--- config.mk ---
export PLATFORM = sky130hd
export DESIGN_NAME = button_debouncer
export DESIGN_NICKNAME = d
export VERILOG_FILES = /design/src/rtl/button_debouncer_pkg.sv /design/src/rtl/sync_2ff.sv /design/src/rtl/button_debouncer.sv
export SDC_FILE = /design/constraint.sdc
export NUM_CORES = 1
export LEC_CHECK = 0
export CAP_MARGIN = 40
export CORE_ASPECT_RATIO = 1.75
export CORE_MARGIN = 8
export CORE_UTILIZATION = 45
export CTS_CLUSTER_SIZE = 8
export DETAILED_ROUTE_END_ITERATION = 8
export PLACE_DENSITY = 0.6
export RECOVER_POWER = 100
export SETUP_SLACK_MARGIN = 0.05
export SKIP_CTS_REPAIR_TIMING = 1
export SLEW_MARGIN = 20
export SYNTH_ARGS = -nofsm -noshare
export SYNTH_HDL_FRONTEND = slang
export SYNTH_HIERARCHICAL = 1
export SYNTH_SLANG_ARGS = --single-unit
--- constraint.sdc ---
create_clock -name clk -period 1.88 [get_ports clk]
set_input_delay 0.376 -clock clk [delete_from_list [all_inputs] [get_ports clk]]
set_output_delay 0.376 -clock clk [all_outputs]
set_load 0.01 [all_outputs]
--- src/rtl/button_debouncer_pkg.sv ---
// Shared types and constants for the button debouncer: FSM state encoding,
// the default debounce length and a helper mapping a level to its idle state.
package button_debouncer_pkg;

    localparam int DEFAULT_DEBOUNCE_CYCLES = 120000;

    typedef enum logic [1:0] {
        STABLE_LO = 2'd0,
        WAIT_HI   = 2'd1,
        STABLE_HI = 2'd2,
        WAIT_LO   = 2'd3
    } state_e;

    function automatic state_e stable_state(input logic level);
        return level ? STABLE_HI : STABLE_LO;
    endfunction

endpackage : button_debouncer_pkg

--- src/rtl/sync_2ff.sv ---
// Two-flop synchronizer bringing an asynchronous input into the clk domain;
// both flops load RESET_VALUE on a synchronous active-high reset.
module sync_2ff #(
    parameter logic RESET_VALUE = 1'b0
) (
    input  logic clk,
    input  logic rst,
    input  logic d,
    output logic q
);

    logic s1_q;
    logic s2_q;

    // NOTE: clocked state uses non-blocking assignments so every flop samples
    // pre-edge values; blocking here would collapse the two stages into one.
    always_ff @(posedge clk) begin
        if (rst) begin
            s1_q <= RESET_VALUE;
            s2_q <= RESET_VALUE;
        end else begin
            s1_q <= d;
            s2_q <= s1_q;
        end
    end

    assign q = s2_q;

endmodule : sync_2ff

--- src/rtl/button_debouncer.sv ---
// Debounces a raw button/switch input into a registered level with optional
// one-cycle rise/fall pulses (enabled by defining BUTTON_DEBOUNCER_EDGE_EN).
module button_debouncer
    import button_debouncer_pkg::*;
#(
    parameter int   DEBOUNCE_CYCLES = DEFAULT_DEBOUNCE_CYCLES,
    parameter logic RESET_LEVEL     = 1'b0
) (
    input  logic clk,
    input  logic rst,
    input  logic pin,
    output logic dout,
    output logic rise,
    output logic fall
);

    localparam int              CNT_W    = $clog2(DEBOUNCE_CYCLES + 1);
    localparam logic [CNT_W-1:0] CNT_ONE  = CNT_W'(1);
    localparam logic [CNT_W-1:0] CNT_LAST = CNT_W'(DEBOUNCE_CYCLES - 1);

    logic             s2;
    state_e           state_q, state_d;
    logic [CNT_W-1:0] cnt_q, cnt_d;
    logic             dout_q, dout_d;

    sync_2ff #(
        .RESET_VALUE(RESET_LEVEL)
    ) u_sync (
        .clk(clk),
        .rst(rst),
        .d  (pin),
        .q  (s2)
    );

    always_ff @(posedge clk) begin
        if (rst) begin
            state_q <= stable_state(RESET_LEVEL);
            cnt_q   <= '0;
            dout_q  <= RESET_LEVEL;
        end else begin
            state_q <= state_d;
            cnt_q   <= cnt_d;
            dout_q  <= dout_d;
        end
    end

    // NOTE: every signal driven here gets a default first, so no path through
    // the case can leave one unassigned and infer a latch.
    always_comb begin
        state_d = state_q;
        cnt_d   = cnt_q;
        dout_d  = dout_q;
        unique case (state_q)
            STABLE_LO: begin
                if (s2) begin
                    state_d = WAIT_HI;
                    cnt_d   = CNT_ONE;
                end
            end
            WAIT_HI: begin
                if (!s2) begin
                    state_d = STABLE_LO;
                    cnt_d   = '0;
                end else if (cnt_q == CNT_LAST) begin
                    state_d = STABLE_HI;
                    cnt_d   = '0;
                    dout_d  = 1'b1;
                end else begin
                    cnt_d = cnt_q + CNT_ONE;
                end
            end
            STABLE_HI: begin
                if (!s2) begin
                    state_d = WAIT_LO;
                    cnt_d   = CNT_ONE;
                end
            end
            WAIT_LO: begin
                if (s2) begin
                    state_d = STABLE_HI;
                    cnt_d   = '0;
                end else if (cnt_q == CNT_LAST) begin
                    state_d = STABLE_LO;
                    cnt_d   = '0;
                    dout_d  = 1'b0;
                end else begin
                    cnt_d = cnt_q + CNT_ONE;
                end
            end
            default: begin
                state_d = stable_state(dout_q);
                cnt_d   = '0;
            end
        endcase
    end

    assign dout = dout_q;

`ifdef BUTTON_DEBOUNCER_EDGE_EN
    logic rise_q;
    logic fall_q;

    // Pulses are computed from the level being loaded, so they line up with dout.
    always_ff @(posedge clk) begin
        if (rst) begin
            rise_q <= 1'b0;
            fall_q <= 1'b0;
        end else begin
            rise_q <= dout_d & ~dout_q;
            fall_q <= ~dout_d & dout_q;
        end
    end

    assign rise = rise_q;
    assign fall = fall_q;
`else
    assign rise = 1'b0;
    assign fall = 1'b0;
`endif

endmodule : button_debouncer

==> metrics.md <==
| Metric | Value |
|---|---|
| Status | `complete, no violations` |
| Iter 0 DRT Violations | `42` |
| Part of the power in registers | `55.3%` |
| TNS Setup | `0 ps` |
| Post-route minimum period | `1760 ps` |
| Leak | `0.448 nW` |
| Core area | `0.00246 mm2` |
| Worst hold path class | `register to register` |
| Top FF cell, synth | `dfxtp_1` |
| Cell taking the most area after synthesis | `dfxtp_1` |
| Hold-critical path depth | `1` |
| CTS Buffer Depth | `2` |
| Global-route wire length before repair | `4730 um` |
| Yosys cell types | `47` |
| Max-Cap Viols | `0` |
| Crit. path cell count | `5` |
| Slowest library cell on the worst path | `dfxtp_1` |
| Yosys reg bits | `22` |
| Worst endpoint data arrival time | `1910 ps` |
| Gpl congestion | `0.903` |
| RSZ-0062 raised after global routing | `yes` |
| Worst-skew pair later-pin latency | `between 200 and 300 ps` |
| Synth top area share | `37.9%` |
| Top delay family on crit path | `simple AND/OR/NAND/NOR gates` |
| Placement Cell Area | `between 0.001 and 0.0015 mm2` |
| Post-synth EDFFs | `0` |
| Seq/Total Area, Yosys | `a little under two fifths` |
| Design area | `0.00136 mm2` |
| M1 GR Usage | `15.3%` |
| Int Power | `slightly below 0.7 mW` |
| Cell area power density | `632 mW/mm2` |
| Cell area after synthesis | `between 0.001 and 0.0015 mm2` |
| Net Sw Frac | `21.4%` |
| CP Buf/Inv Count | `1` |
| Fmax | `about 570 MHz` |
| Via Count | `roughly 1100` |
| Gr usage total | `13.1%` |
| DR WL/cell | `15.5 um` |
| TritonCTS clock tree | `done` |
| Pin count of the biggest net entering global routing | `16` |
| Rows | `24` |
| WL final | `2780 um` |
| H-tree depth | `1` |
| Congestion Overflow GR | `0` |
| Post-synth ARST share | `0%` |
| Grt met2 use | `roughly a fifth` |
| Logic pwr share | `4.8%` |
| Die Ht | `83.2 um` |
| Hpwl dp | `roughly 2000 um` |
| Sw Pwr | `about 0.18 mW` |
| Most common library cells after synthesis | `22 x dfxtp_1, 19 x nand2_1, 13 x nand3_1, 8 x o21ai_0` |
| Number of global-route vias before repair | `around 1100` |
| Crit path required time | `~2000 ps` |
| Final net count | `158` |
| Busiest layer in global routing | `met2` |
| First-pass detailed-route iteration total | `4` |
| Die area | `0.00453 mm2` |
| Routing usage on met3 | `1.79%` |
| Critical path type | `register to register` |
| Cells after synthesis | `135` |
| Endpoints failing setup | `0` |
| Final worst path period share | `~93%` |
| Worst clock skew | `around 5 ps` |
| Setup crit end kind | `register` |
| Layout area overhead | `17.2%` |
| CP cell instances | `nor4bb_2 > nand4_1 > o21ai_4 > buf_4 > a22oi_1` |
| Count of input and output buffers | `3` |
| CP Max Fanout | `10` |
| Inserted Clock Buffers | `3` |
| Starting Density | `a little under half` |
| Ys Warns | `6` |
| Number of top-level pins | `6` |
| Antenna diodes | `0` |
| Max stage delay on crit path | `380 ps` |
| Startpoint types | `register` |
| Pwr Total | `0.861 mW` |
| Top cells by area, synth | `dfxtp_1 38%, nand2_1 6.1%, nand3_1 5.6%, o21ai_0 3.4%, nand4_1 3.2%` |
| ANT nets after route | `0` |
| CTS root buffer | `clkbuf_8` |
| Slew Limit Fails | `0` |
| Vias per cell | `6.16` |
| VDD IR max | `0.513 mV` |
| Syn Area/Cell | `8.61 um2` |
| Reg clk slew, reported paths | `80 ps` |
| Die X | `54.4 um` |
| DRC errors left | `0` |
| R2R cell count | `5` |
| Ratio of cells with drive above 1 in the final layout | `between 10% and 20%` |
| Final Hold Fails | `0` |
| Count leader, synth | `dfxtp_1` |
| Clock share of power | `39.9%` |
| Initial antenna violation count | `0` |
| Clk sinks | `22` |
[worst register-to-register path: stages, from the launching register on]
cell and delay (ps):
dfxtp_1 380, nor4bb_2 360, nand4_1 290, o21ai_4 360, buf_4 180, a22oi_1 70
[per-stage QoR]
| stage | hold slack (ps) | utilization, % | setup slack [ps] | std cells |
|---|---|---|---|---|
| floorplan | 414 | - | 184 | 136 |
| global placement | 433 | 52.4 | 85.2 | 174 |
| detailed placement | 448 | 52.4 | 27.4 | 174 |
| CTS | 463 | 54.6 | 33.6 | 178 |
| global route | 481 | 55.3 | 26.1 | 179 |
| finish | 461 | 55.3 | 125 | 179 |
[power by group through the flow]
| stage | sequential [mW] | combinational [mW] | clock (mW) |
|---|---|---|---|
| after floorplan | 0.488 | 0.0236 | 0 |
| after global placement | 0.487 | 0.0427 | 0 |
| after detailed placement | 0.487 | 0.0431 | 0 |
| after CTS | 0.476 | 0.0433 | 0.346 |
| after global routing | 0.477 | 0.0462 | 0.368 |
| final | 0.476 | 0.0414 | 0.343 |
[routing by layer]
metal | part of all wire (%) | vias to the layer above
li1 | - | 535
met1 | 42 | 524
met2 | 51 | 33
met3 | 4.0 | 10
met4 | 3.5 | 0
met5 | 0 | -
[cells in the final DEF (no fill, tap or decap), drive strengths merged, types with 3 or more instances in the layout]
master,instances
dfxtp,22
nand2,19
nand3,14
buf,13
o21ai,9
nand4,6
nor2,6
clkbuf,5
xor2,4
nor3,4
a21oi,4
o311ai,4
or3,4
inv,3
[area by class of cell]
class / count / area, um2
multi-input cells: 107 / 692
well taps: 26 / 32.5
inverters: 3 / 11.3
fillers: 244 / 1100
clock buffers: 4 / 55.1
flip-flops and latches: 22 / 440
repair buffers: 17 / 131
[registers in the layout, summed over array words and instances, names as in the netlist, named ones only]
name         count
u_sync/q         1
u_sync/s1_q      1
dout             1
state_q          1
cnt_q           17
[final timing paths]
kind / from / to / slack [ps]
max reg2reg: cnt_q[8] / cnt_q[15] / 120
max: cnt_q[8] / cnt_q[15] / 120
min: u_sync/s1_q / u_sync/q / 460
min reg2reg: u_sync/s1_q / u_sync/q / 460
[logic make-up after synthesis]
kind of cell               after synthesis  share of synthesized area, %
AOI/OAI and AO/OA                       28                          18.2
buffers and inverters                    8                          4.74
DFF                                     22                          37.9
xor gates and xnor gates                 6                          4.52
muxes                                    2                          1.72
and+or+nand+nor                         67                          31.5
other                                    1                         0.323
adders and majority gates                1                          1.08
No activity file was read; power rests on OpenSTA's default activity.
